$ cat src/rtl/fft_pkg.sv
// Shared types, default sizing and the saturating abs helper for the FFT bin collector.
package fft_pkg;

    typedef enum logic {COLLECT, DRAIN} fft_state_e;

    localparam int unsigned FFT_Q_IN   = 15;
    localparam int unsigned FFT_N      = 8;
    localparam int unsigned FFT_ADDR_W = 4;

    localparam int unsigned BIN_W = $clog2(FFT_N);
    localparam int unsigned MAG_W = FFT_Q_IN + 2;
    localparam int unsigned PAIRS = FFT_N / 2;

    // x is a sign-extended (q+1)-bit sample; the most negative value saturates to 2**q-1.
    function automatic logic [31:0] abs_sat(input logic signed [31:0] x, input int unsigned q);
        logic signed [31:0] min_v;
        min_v = -(32'sd1 <<< q);
        if (x == min_v) begin
            return (32'd1 << q) - 32'd1;
        end else if (x < 0) begin
            return unsigned'(-x);
        end else begin
            return unsigned'(x);
        end
    endfunction

endpackage

$ cat src/rtl/fft_bin_mag.sv
// Combinational L1 magnitude |re|+|im| of one complex bin, with saturating abs.
module fft_bin_mag
    import fft_pkg::*;
#(
    parameter int unsigned Q_IN = FFT_Q_IN
) (
    input  logic signed [Q_IN:0]   re_i,
    input  logic signed [Q_IN:0]   im_i,
    output logic        [Q_IN+1:0] mag_o
);

    localparam int unsigned MagW = Q_IN + 2;

    logic [31:0] re_abs;
    logic [31:0] im_abs;
    logic        unused_abs_hi;

    always_comb begin
        re_abs = abs_sat(32'(re_i), Q_IN);
        im_abs = abs_sat(32'(im_i), Q_IN);
        mag_o  = MagW'(re_abs[Q_IN:0]) + MagW'(im_abs[Q_IN:0]);
    end

    assign unused_abs_hi = ^{re_abs[31:Q_IN+1], im_abs[31:Q_IN+1]};

endmodule

$ cat src/rtl/fft_bin_collector.sv
// Collects FFT pair beats into a natural-order magnitude buffer and streams a full frame out.
// Build option: FFT_BIN_HALF_SPECTRUM_EN streams only bins 0..N/2.
module fft_bin_collector
    import fft_pkg::*;
#(
    parameter int unsigned Q_IN   = FFT_Q_IN,
    parameter int unsigned N      = FFT_N,
    parameter int unsigned ADDR_W = FFT_ADDR_W
) (
    input  logic                   clk,
    input  logic                   reset,
    input  logic                   valid_in,
    input  logic [ADDR_W-1:0]      addr_in,
    input  logic signed [Q_IN:0]   data_real_0,
    input  logic signed [Q_IN:0]   data_imag_0,
    input  logic signed [Q_IN:0]   data_real_1,
    input  logic signed [Q_IN:0]   data_imag_1,
    input  logic                   ready_in,
    output logic                   valid_out,
    output logic [$clog2(N)-1:0]   bin_out,
    output logic [Q_IN+1:0]        mag_out,
    output logic                   last_out,
    output logic                   overflow,
    output logic                   addr_err
);

    localparam int unsigned BinW  = $clog2(N);
    localparam int unsigned MagW  = Q_IN + 2;
    localparam int unsigned Pairs = N / 2;
    localparam int unsigned CntW  = $clog2(Pairs + 1);
`ifdef FFT_BIN_HALF_SPECTRUM_EN
    localparam int unsigned LastBin = Pairs;
`else
    localparam int unsigned LastBin = N - 1;
`endif

    fft_state_e        state_q, state_d;
    logic [Pairs-1:0]  written_q, written_d;
    logic [CntW-1:0]   count_q, count_d;
    logic [MagW-1:0]   bin_buf_q [N];
    logic [MagW-1:0]   bin_buf_d [N];
    logic              valid_out_q, valid_out_d;
    logic [BinW-1:0]   bin_q, bin_d;
    logic [MagW-1:0]   mag_q, mag_d;
    logic              last_q, last_d;
    logic              overflow_q, overflow_d;
    logic              addr_err_q, addr_err_d;

    logic [MagW-1:0]   mag_lo, mag_hi;
    logic [BinW-2:0]   k;
    logic              addr_ok;
    logic [BinW-1:0]   bin_next;

    fft_bin_mag #(.Q_IN(Q_IN)) u_mag_lo (
        .re_i  (data_real_0),
        .im_i  (data_imag_0),
        .mag_o (mag_lo)
    );

    fft_bin_mag #(.Q_IN(Q_IN)) u_mag_hi (
        .re_i  (data_real_1),
        .im_i  (data_imag_1),
        .mag_o (mag_hi)
    );

    assign k        = addr_in[BinW-2:0];
    assign addr_ok  = 32'(addr_in) < Pairs;
    assign bin_next = bin_q + BinW'(1);

    always_comb begin
        state_d     = state_q;
        written_d   = written_q;
        count_d     = count_q;
        bin_buf_d   = bin_buf_q;
        valid_out_d = valid_out_q;
        bin_d       = bin_q;
        mag_d       = mag_q;
        last_d      = last_q;
        overflow_d  = overflow_q;
        addr_err_d  = addr_err_q;

        unique case (state_q)
            COLLECT: begin
                if (valid_in) begin
                    if (!addr_ok) begin
                        addr_err_d = 1'b1;
                    end else begin
                        bin_buf_d[{1'b0, k}] = mag_lo;
                        bin_buf_d[{1'b1, k}] = mag_hi;
                        if (!written_q[k]) begin
                            written_d[k] = 1'b1;
                            count_d      = count_q + CntW'(1);
                        end
                    end
                end
                // Bin 0 is loaded from the post-write buffer so the completing beat is visible.
                if (count_d == CntW'(Pairs)) begin
                    state_d     = DRAIN;
                    valid_out_d = 1'b1;
                    bin_d       = '0;
                    mag_d       = bin_buf_d[0];
                    last_d      = 1'b0;
                end
            end
            DRAIN: begin
                if (valid_in) begin
                    overflow_d = 1'b1;
                end
                if (valid_out_q && ready_in) begin
                    if (last_q) begin
                        state_d     = COLLECT;
                        valid_out_d = 1'b0;
                        last_d      = 1'b0;
                        bin_d       = '0;
                        mag_d       = '0;
                        written_d   = '0;
                        count_d     = '0;
                    end else begin
                        bin_d  = bin_next;
                        mag_d  = bin_buf_q[bin_next];
                        last_d = (bin_next == BinW'(LastBin));
                    end
                end
            end
        endcase
    end

    always_ff @(posedge clk or negedge reset) begin
        if (!reset) begin
            state_q     <= COLLECT;
            written_q   <= '0;
            count_q     <= '0;
            valid_out_q <= 1'b0;
            bin_q       <= '0;
            mag_q       <= '0;
            last_q      <= 1'b0;
            overflow_q  <= 1'b0;
            addr_err_q  <= 1'b0;
            for (int i = 0; i < N; i++) begin
                bin_buf_q[i] <= '0;
            end
        end else begin
            state_q     <= state_d;
            written_q   <= written_d;
            count_q     <= count_d;
            valid_out_q <= valid_out_d;
            bin_q       <= bin_d;
            mag_q       <= mag_d;
            last_q      <= last_d;
            overflow_q  <= overflow_d;
            addr_err_q  <= addr_err_d;
            bin_buf_q   <= bin_buf_d;
        end
    end

    assign valid_out = valid_out_q;
    assign bin_out   = bin_q;
    assign mag_out   = mag_q;
    assign last_out  = last_q;
    assign overflow  = overflow_q;
    assign addr_err  = addr_err_q;

endmodule

$ cat config.mk
export PLATFORM = sky130hd
export DESIGN_NAME = fft_bin_collector
export DESIGN_NICKNAME = d
export VERILOG_FILES = /design/src/rtl/fft_pkg.sv /design/src/rtl/fft_bin_mag.sv /design/src/rtl/fft_bin_collector.sv
export SDC_FILE = /design/constraint.sdc
export NUM_CORES = 1
export LEC_CHECK = 0
export BUFFER_PORTS_ARGS = -buffer_cell sky130_fd_sc_hd__clkbuf_2
export CORE_MARGIN = 4
export CORE_UTILIZATION = 40
export DETAILED_ROUTE_END_ITERATION = 10
export GPL_TIMING_DRIVEN = 0
export PLACE_DENSITY = 0.66
export RECOVER_POWER = 50
export SYNTH_ARGS = -nofsm -noshare
export SYNTH_HDL_FRONTEND = slang
export SYNTH_SLANG_ARGS = --single-unit
$ cat constraint.sdc
create_clock -name clk -period 3.7 [get_ports clk]
set_input_delay 0.185 -clock clk [delete_from_list [all_inputs] [get_ports clk]]
set_output_delay 0.185 -clock clk [all_outputs]
set_load 0.02 [all_outputs]
* After elaboration in Yosys (flattened, before gate mapping)
Index checks and enable logic that the tools add are counted.
** Operators by class
- Add/sub/neg operators :: 8
- Order comparisons :: 12
- Equal/unequal tests :: 12
- Multiplexer cells :: 56
- Bitwise operators :: 6
- Reductions and logical operators :: 11
** Operators by type and width (number)
- bitwise mux 136 bit :: 2
- two-way mux 136 bit :: 2
- two-way mux 16 bit :: 8
- two-way mux 17 bit :: 7
- demux 17 bit (select 3 bit) :: 2
- == test 16 bit (second input constant) :: 4
- less-than comparator 16 x 1 -> 1 bit (second input constant) :: 4
- negation 16 bit :: 4
- binary-select mux 17 bit (select 3 bit) :: 1
- adder 16 x 16 -> 17 bit :: 2
- case mux 17 bit (2 select lines) :: 1
- two-way mux 3 bit :: 9
- two-way mux 4 bit :: 5
- >= comparator 4 bit (second input constant) :: 3
- case mux 3 bit (2 select lines) :: 2
- two-way mux 1 bit :: 11
- AND reduction 3 bit :: 3
- less-than comparator 4 x 1 -> 1 bit (second input constant) :: 2
- != test 2 bit (second input constant) :: 4
- NOT 3 -> 4 bit :: 2
- case mux 4 bit (2 select lines) :: 1
- adder 3 x 1 -> 3 bit (second input constant) :: 2
- == test 3 bit (second input constant) :: 2
- case mux 1 bit (2 select lines) :: 3
- other kinds (12) :: 19
** Storage, ports and cells
- Register bits after elaboration :: 168
- Input port bits :: 72
- Output and inout port bits :: 24
- Word-level logic and storage cells :: 122

* Depth between registers and ports, before layout
- Depth after elaboration :: 11
- Gate-level depth with buffers :: 16
- Depth with buffers taken out :: 16

* Hierarchy
A second synthesis with hierarchy kept.
** Unflattened totals
- Cell total of the unflattened synthesis :: 989
- Area, all modules :: 11019.3 um2
** By module, submodules not included
- fft_bin_collector :: times used 1, cells each 545, area an instance 7988.9 um2, sequential area each 4204.0 um2
- fft_bin_mag at u_mag_hi :: times used 1, cells each 225, area an instance 1525.2 um2, sequential area each 0.0 um2
- fft_bin_mag at u_mag_lo :: times used 1, cells each 219, area an instance 1505.2 um2, sequential area each 0.0 um2

* Worst setup path before layout
No wires, ideal clock.
- Path type :: input port to flip-flop
- Start :: input data_imag_0[0]
- End :: register (tool-made name)
- Library setup time :: 0.135 ns
- Data arrival time :: 3.556 ns
- Data required time :: 3.565 ns
- Setup slack :: 0.009 ns
- Cell stages on the path :: 15
- Buffers on the path :: 1
- Cell sequence :: inv_1 -> ha_1 -> nand2b_1 -> or4_1 -> or3_1 -> nand2b_1 -> buf_2 -> nand2_1 -> ha_1 -> and2_1 -> a221oi_1 -> a211oi_1 -> or4_1 -> o211ai_1 -> o21ai_0
** RTL lines
- start: declaration :: RTL line fft_bin_collector.sv:15 : input logic signed [Q_IN:0] data_imag_0,

* Final worst setup path
- Start :: input data_imag_0[0]
- End :: register bin_buf_q[134] (netlist bit)
** Between the ends
- Word-level cells in the longest chain between the ends :: 8
** RTL lines
- negation 16 bit / less-than comparator 16 x 1 -> 1 bit (equally long branches) :: RTL line fft_pkg.sv:21, fft_pkg.sv:20
- two-way mux 16 bit :: RTL line fft_pkg.sv:20 : end else if (x < 0) begin
- two-way mux 16 bit * :: RTL line fft_pkg.sv:18 : if (x == min_v) begin
- adder 16 x 16 -> 17 bit * :: RTL line fft_bin_mag.sv:21 : mag_o = MagW'(re_abs[Q_IN:0]) + MagW'(im_abs[Q_IN:0]);
- bitwise mux 136 bit * :: RTL line fft_bin_collector.sv:88 : bin_buf_d[{1'b0, k}] = mag_lo;
- bitwise mux 136 bit * :: RTL line fft_bin_collector.sv:89 : bin_buf_d[{1'b1, k}] = mag_hi;
- two-way mux 136 bit * :: RTL line fft_bin_collector.sv:85 : if (!addr_ok) begin
- two-way mux 136 bit * :: RTL line fft_bin_collector.sv:84 : if (valid_in) begin
- end signal: assignment :: RTL line fft_bin_collector.sv:152 : bin_buf_q <= bin_buf_d;
- end: declaration :: RTL line fft_bin_collector.sv:40 : logic [MagW-1:0] bin_buf_q [N];
Every way passes the cells marked *; elsewhere a longest branch is shown, timed or not.
A chain may end at the register's enable or synchronous reset.

==> results.txt <==
- The number of clock buffers added by TritonCTS is 17.
* Power density cells: 390 mW/mm^2
- Entering global routing, the biggest net connects 108 pins.
- Filler Cells Inserted: 2458
- The first global-routing pass estimated 48400 um of wire.
- Routed wire per std cell: 19.2 um
* Std cell rows: 59
- The tree is rooted in a sky130_fd_sc_hd__clkbuf_16.
* Internal reg-to-reg setup slack: 0.24 ns
* Transition time at the pin with the least slew margin: 2.86 ns
- Maximum number of buffers from clock root to sink: 2
* Peak Freq: 280 MHz
- A synthesized cell averages 9.49 um^2.
- The path with the worst hold slack has its endpoint at addr_err.
- LEAKAGE: 5.66 nW
- Area of the multi-input gates: 0.00625 mm^2
- The number of antenna diodes in the final layout is 0.
- By area the synthesized netlist is led by sky130_fd_sc_hd__dfrtp_1 (40%), sky130_fd_sc_hd__nand2_1 (8.1%), sky130_fd_sc_hd__mux4_2 (7.4%), sky130_fd_sc_hd__o21ai_0 (6.1%), sky130_fd_sc_hd__ha_1 (4.6%).
* Final setup violating endpoints: 0
- GPL Wtd Cong: 0.893
- After the last flow step, the layout net total stands at 1349.
- During synthesis, Yosys emitted a total of 0 warnings.
- In this run the worst path has a maximum fanout of 6.
- The clock tree synthesis step divided the H-tree into 4 levels.
- Leaving out fill and tap cells, the most frequent cell in the layout is sky130_fd_sc_hd__nand2_1.
- After layout, the minimum clock period comes to 3.57 ns.
* Design area: 0.0123 mm^2
* Clock skew: 0.00900 ns
- Via count of the first global-routing pass: 8856
* Element type at the critical path end: register
* Switching power: 1.46 mW
* FF-to-FF path depth: 8
* Detailed router's first-iteration violation count: 1041
- The netlist uses 71 different library cells.
- The share of synthesized area in the top cell type comes to 0.397.
- For the worst-skew pair, the clock arrives at the later sink with an insertion delay of 0.43 ns.
* Nature of the critical path startpoint: input pin
- In this run the remaining antenna-violating nets after routing total 0.
- The final-report hold violation count came to 0.
- Number of synthesized register bits: 168
* Overall routed net length: 30400 um
- Switching Share: 0.304
- Final slew viol count: 62
- Min-Delay Path Depth: 3
- Maxcap violations: 1
- Number of synthesized flops with an enable pin: 0
- The worst register-to-register path begins at bin_out[0].
- Top-level port count: 96
- IR analysis of the VDD net gives a maximum drop of 318 uV.
- Smallest setup slack after layout: 0.131 ns
- The placed instances occupy a cell area of 0.0115 mm^2.
- Combinational Power Share: 0.229
- Measured along the x axis, the die boundary spans 171 um.
* Syn Std Cell Area: 0.0106 mm^2
- In the final layout, flip-flops and latches occupy 0.00420 mm^2.
- DRC viols: 0
- Clock Sink Count: 168
- Number of vias per cell: 5.77
- Of the synthesized area, sequential elements account for 0.397.
- Layout-stage area growth over the synthesis result: 16.4%
* DR pass1 iterations: 5
- Of the available clock period, the critical path in the final layout requires 0.965.
- Timing analysis after detailed placement gives a worst setup slack of -0.764 ns.
- Run status: complete, but fails checks
- Starting density of the core: 0.406
* Half-perimeter wire length after placement: 22300 um
- Sequential share of power: 0.390
- Summed over all instances, the cell type with the most area after synthesis is sky130_fd_sc_hd__dfrtp_1.
* Most used cells in the layout excluding fill and tap cells: sky130_fd_sc_hd__nand2_1 (229), sky130_fd_sc_hd__dfrtp_1 (168), sky130_fd_sc_hd__o21ai_0 (128), sky130_fd_sc_hd__clkbuf_2 (72), sky130_fd_sc_hd__clkbuf_1 (61)
- Relative contribution of the clock network to total power: 0.380
- Total die area: 0.0291 mm^2
* Worst-path clk slew: 0.07 ns
- The checks that failed: max-capacitance violations, max-slew violations.
* Total via count after detailed routing: 9133
* Fraction of final layout cells sized beyond drive strength 1: 0.183
- The region available for standard cell placement spans 0.0261 mm^2.
- Proportion of synthesized flip-flops having asynchronous set or reset: 1.00
- Remaining max-slew budget at the tightest pin: -0.909
- The number of nets handed over by synthesis was 1229.
* Worst r2r dst: mag_out[2]
* Final-layout setup total negative slack: 0 ns
- STA puts the critical path data required time at 3.99 ns.
- Input and output buffers added on the ports amount to 93.
- The initial antenna violation count came to 0.
- Internal power comes to 3.34 mW.
- The tightest hold path in the finished design has a slack of 0.0434 ns.
- The setup path with the least slack is of type in -> reg.
* Hold Crit Class: in -> reg
* Die extent in y: 171 um
- Critical path data arrival time: 3.86 ns
* Dominant synthesized flop cell: sky130_fd_sc_hd__dfrtp_1
- Synthesis handed over a netlist of 1116 instances.
* GRT Total Usage: 0.210
* Clock tree from TritonCTS: built
- After global routing the overflow that remains totals 0.
* Worst Min Path Start: addr_in[3]
power groups by stage:
stage          logic (mW)  registers (mW)  clock network (mW)
6_report             1.10            1.88                1.83
5_1_grt              1.22            1.88                1.91
4_1_cts              1.03            1.87                1.84
3_5_place_dp         1.00            1.91                   0
3_3_place_gp        0.987            1.91                   0
2_1_floorplan       0.674            1.90                   0
worst max-delay path, cell delays in order:
cell                       delay, ns
sky130_fd_sc_hd__clkbuf_2       0.09
sky130_fd_sc_hd__inv_1          0.07
sky130_fd_sc_hd__ha_1           0.16
sky130_fd_sc_hd__nand2b_1       0.10
sky130_fd_sc_hd__or4_4          0.50
sky130_fd_sc_hd__or3_4          0.40
sky130_fd_sc_hd__nand2b_4       0.18
sky130_fd_sc_hd__buf_6          0.16
sky130_fd_sc_hd__nand2_1        0.06
sky130_fd_sc_hd__ha_2           0.31
sky130_fd_sc_hd__and2_2         0.25
sky130_fd_sc_hd__a221oi_4       0.37
sky130_fd_sc_hd__a211oi_4       0.13
sky130_fd_sc_hd__or4_1          0.49
sky130_fd_sc_hd__o211ai_1       0.12
sky130_fd_sc_hd__buf_4          0.17
sky130_fd_sc_hd__o21ai_0        0.09
final cells by class:
cell class	count	area share
Multi-Input combinational cell	870	0.507
Sequential cell	168	0.341
Timing Repair Buffer	102	0.0435
Clock buffer	19	0.0360
Tap cell	335	0.0340
Buffer	53	0.0187
Clock inverter	12	0.0122
Inverter	24	0.00731
cell families (layout without fill, tap and decap cells):
| family | count (synthesis) | count (layout) | synth area share |
|---|---|---|---|
| AO/OA/AOI/OAI | 289 | 289 | 0.171 |
| XOR/XNOR | 64 | 64 | 0.0529 |
| adder cells (fa/ha/maj) | 41 | 41 | 0.0499 |
| buffers and inverters | 78 | 210 | 0.0288 |
| flip-flops | 168 | 168 | 0.397 |
| multiplexers | 90 | 90 | 0.132 |
| AND/OR/NAND/NOR | 386 | 386 | 0.169 |
through the flow:
step	util	cells	power, mW
finish	0.473	1583	4.80
global route	0.473	1583	5.01
CTS	0.468	1579	4.74
detailed placement	0.442	1545	2.91
global placement	0.440	1544	2.90
floorplan	-	1116	2.58
what timing repair did:
action	4_1_cts	5_1_grt
hold buffers	2	0
pin swaps	1	5
resized for setup	15	33
setup endpoints to repair	43	52
endpoints found under the hold margin	62	0
buffers inserted	1	4
gates cloned	0	1
cells in the mapped netlist (15+ instances only):
cell type / instances
sky130_fd_sc_hd__dfrtp_1: 168
sky130_fd_sc_hd__nand2_1: 229
sky130_fd_sc_hd__inv_1: 24
sky130_fd_sc_hd__nand3_1: 17
sky130_fd_sc_hd__a21oi_1: 44
sky130_fd_sc_hd__clkbuf_1: 42
sky130_fd_sc_hd__a21o_1: 17
sky130_fd_sc_hd__or3_1: 15
sky130_fd_sc_hd__xnor2_1: 17
sky130_fd_sc_hd__ha_1: 39
sky130_fd_sc_hd__o21ai_0: 129
sky130_fd_sc_hd__nor2_1: 38
sky130_fd_sc_hd__xor2_1: 47
sky130_fd_sc_hd__mux2_2: 40
sky130_fd_sc_hd__mux4_2: 35
worst max path at each step:
stage / start / endpoint / slack (ns) / cells past startpoint
finish: data_imag_0[0] / bin_buf_q[134] / 0.13 / 17
global route: data_real_0[11] / mag_out[16] / -0.008 / 15
CTS: data_imag_0[0] / register / 0.02 / 17
detailed placement: data_imag_0[0] / mag_out[15] / -0.76 / 16
global placement: data_imag_0[0] / mag_out[16] / -0.76 / 16
floorplan: data_imag_0[0] / register / 0.009 / 15
layer usage:
| layer | global-route usage | vias to the layer above | part of all wire |
|---|---|---|---|
| met3 | 0.0529 | 30 | 0.077 |
| met1 | 0.300 | 4531 | 0.45 |
| met2 | 0.331 | 291 | 0.46 |
| li1 | - | 4281 | - |
| met5 | 0 | - | 0 |
| met4 | 0.0340 | 0 | 0.011 |
No activity file was read; power rests on OpenSTA's default activity.
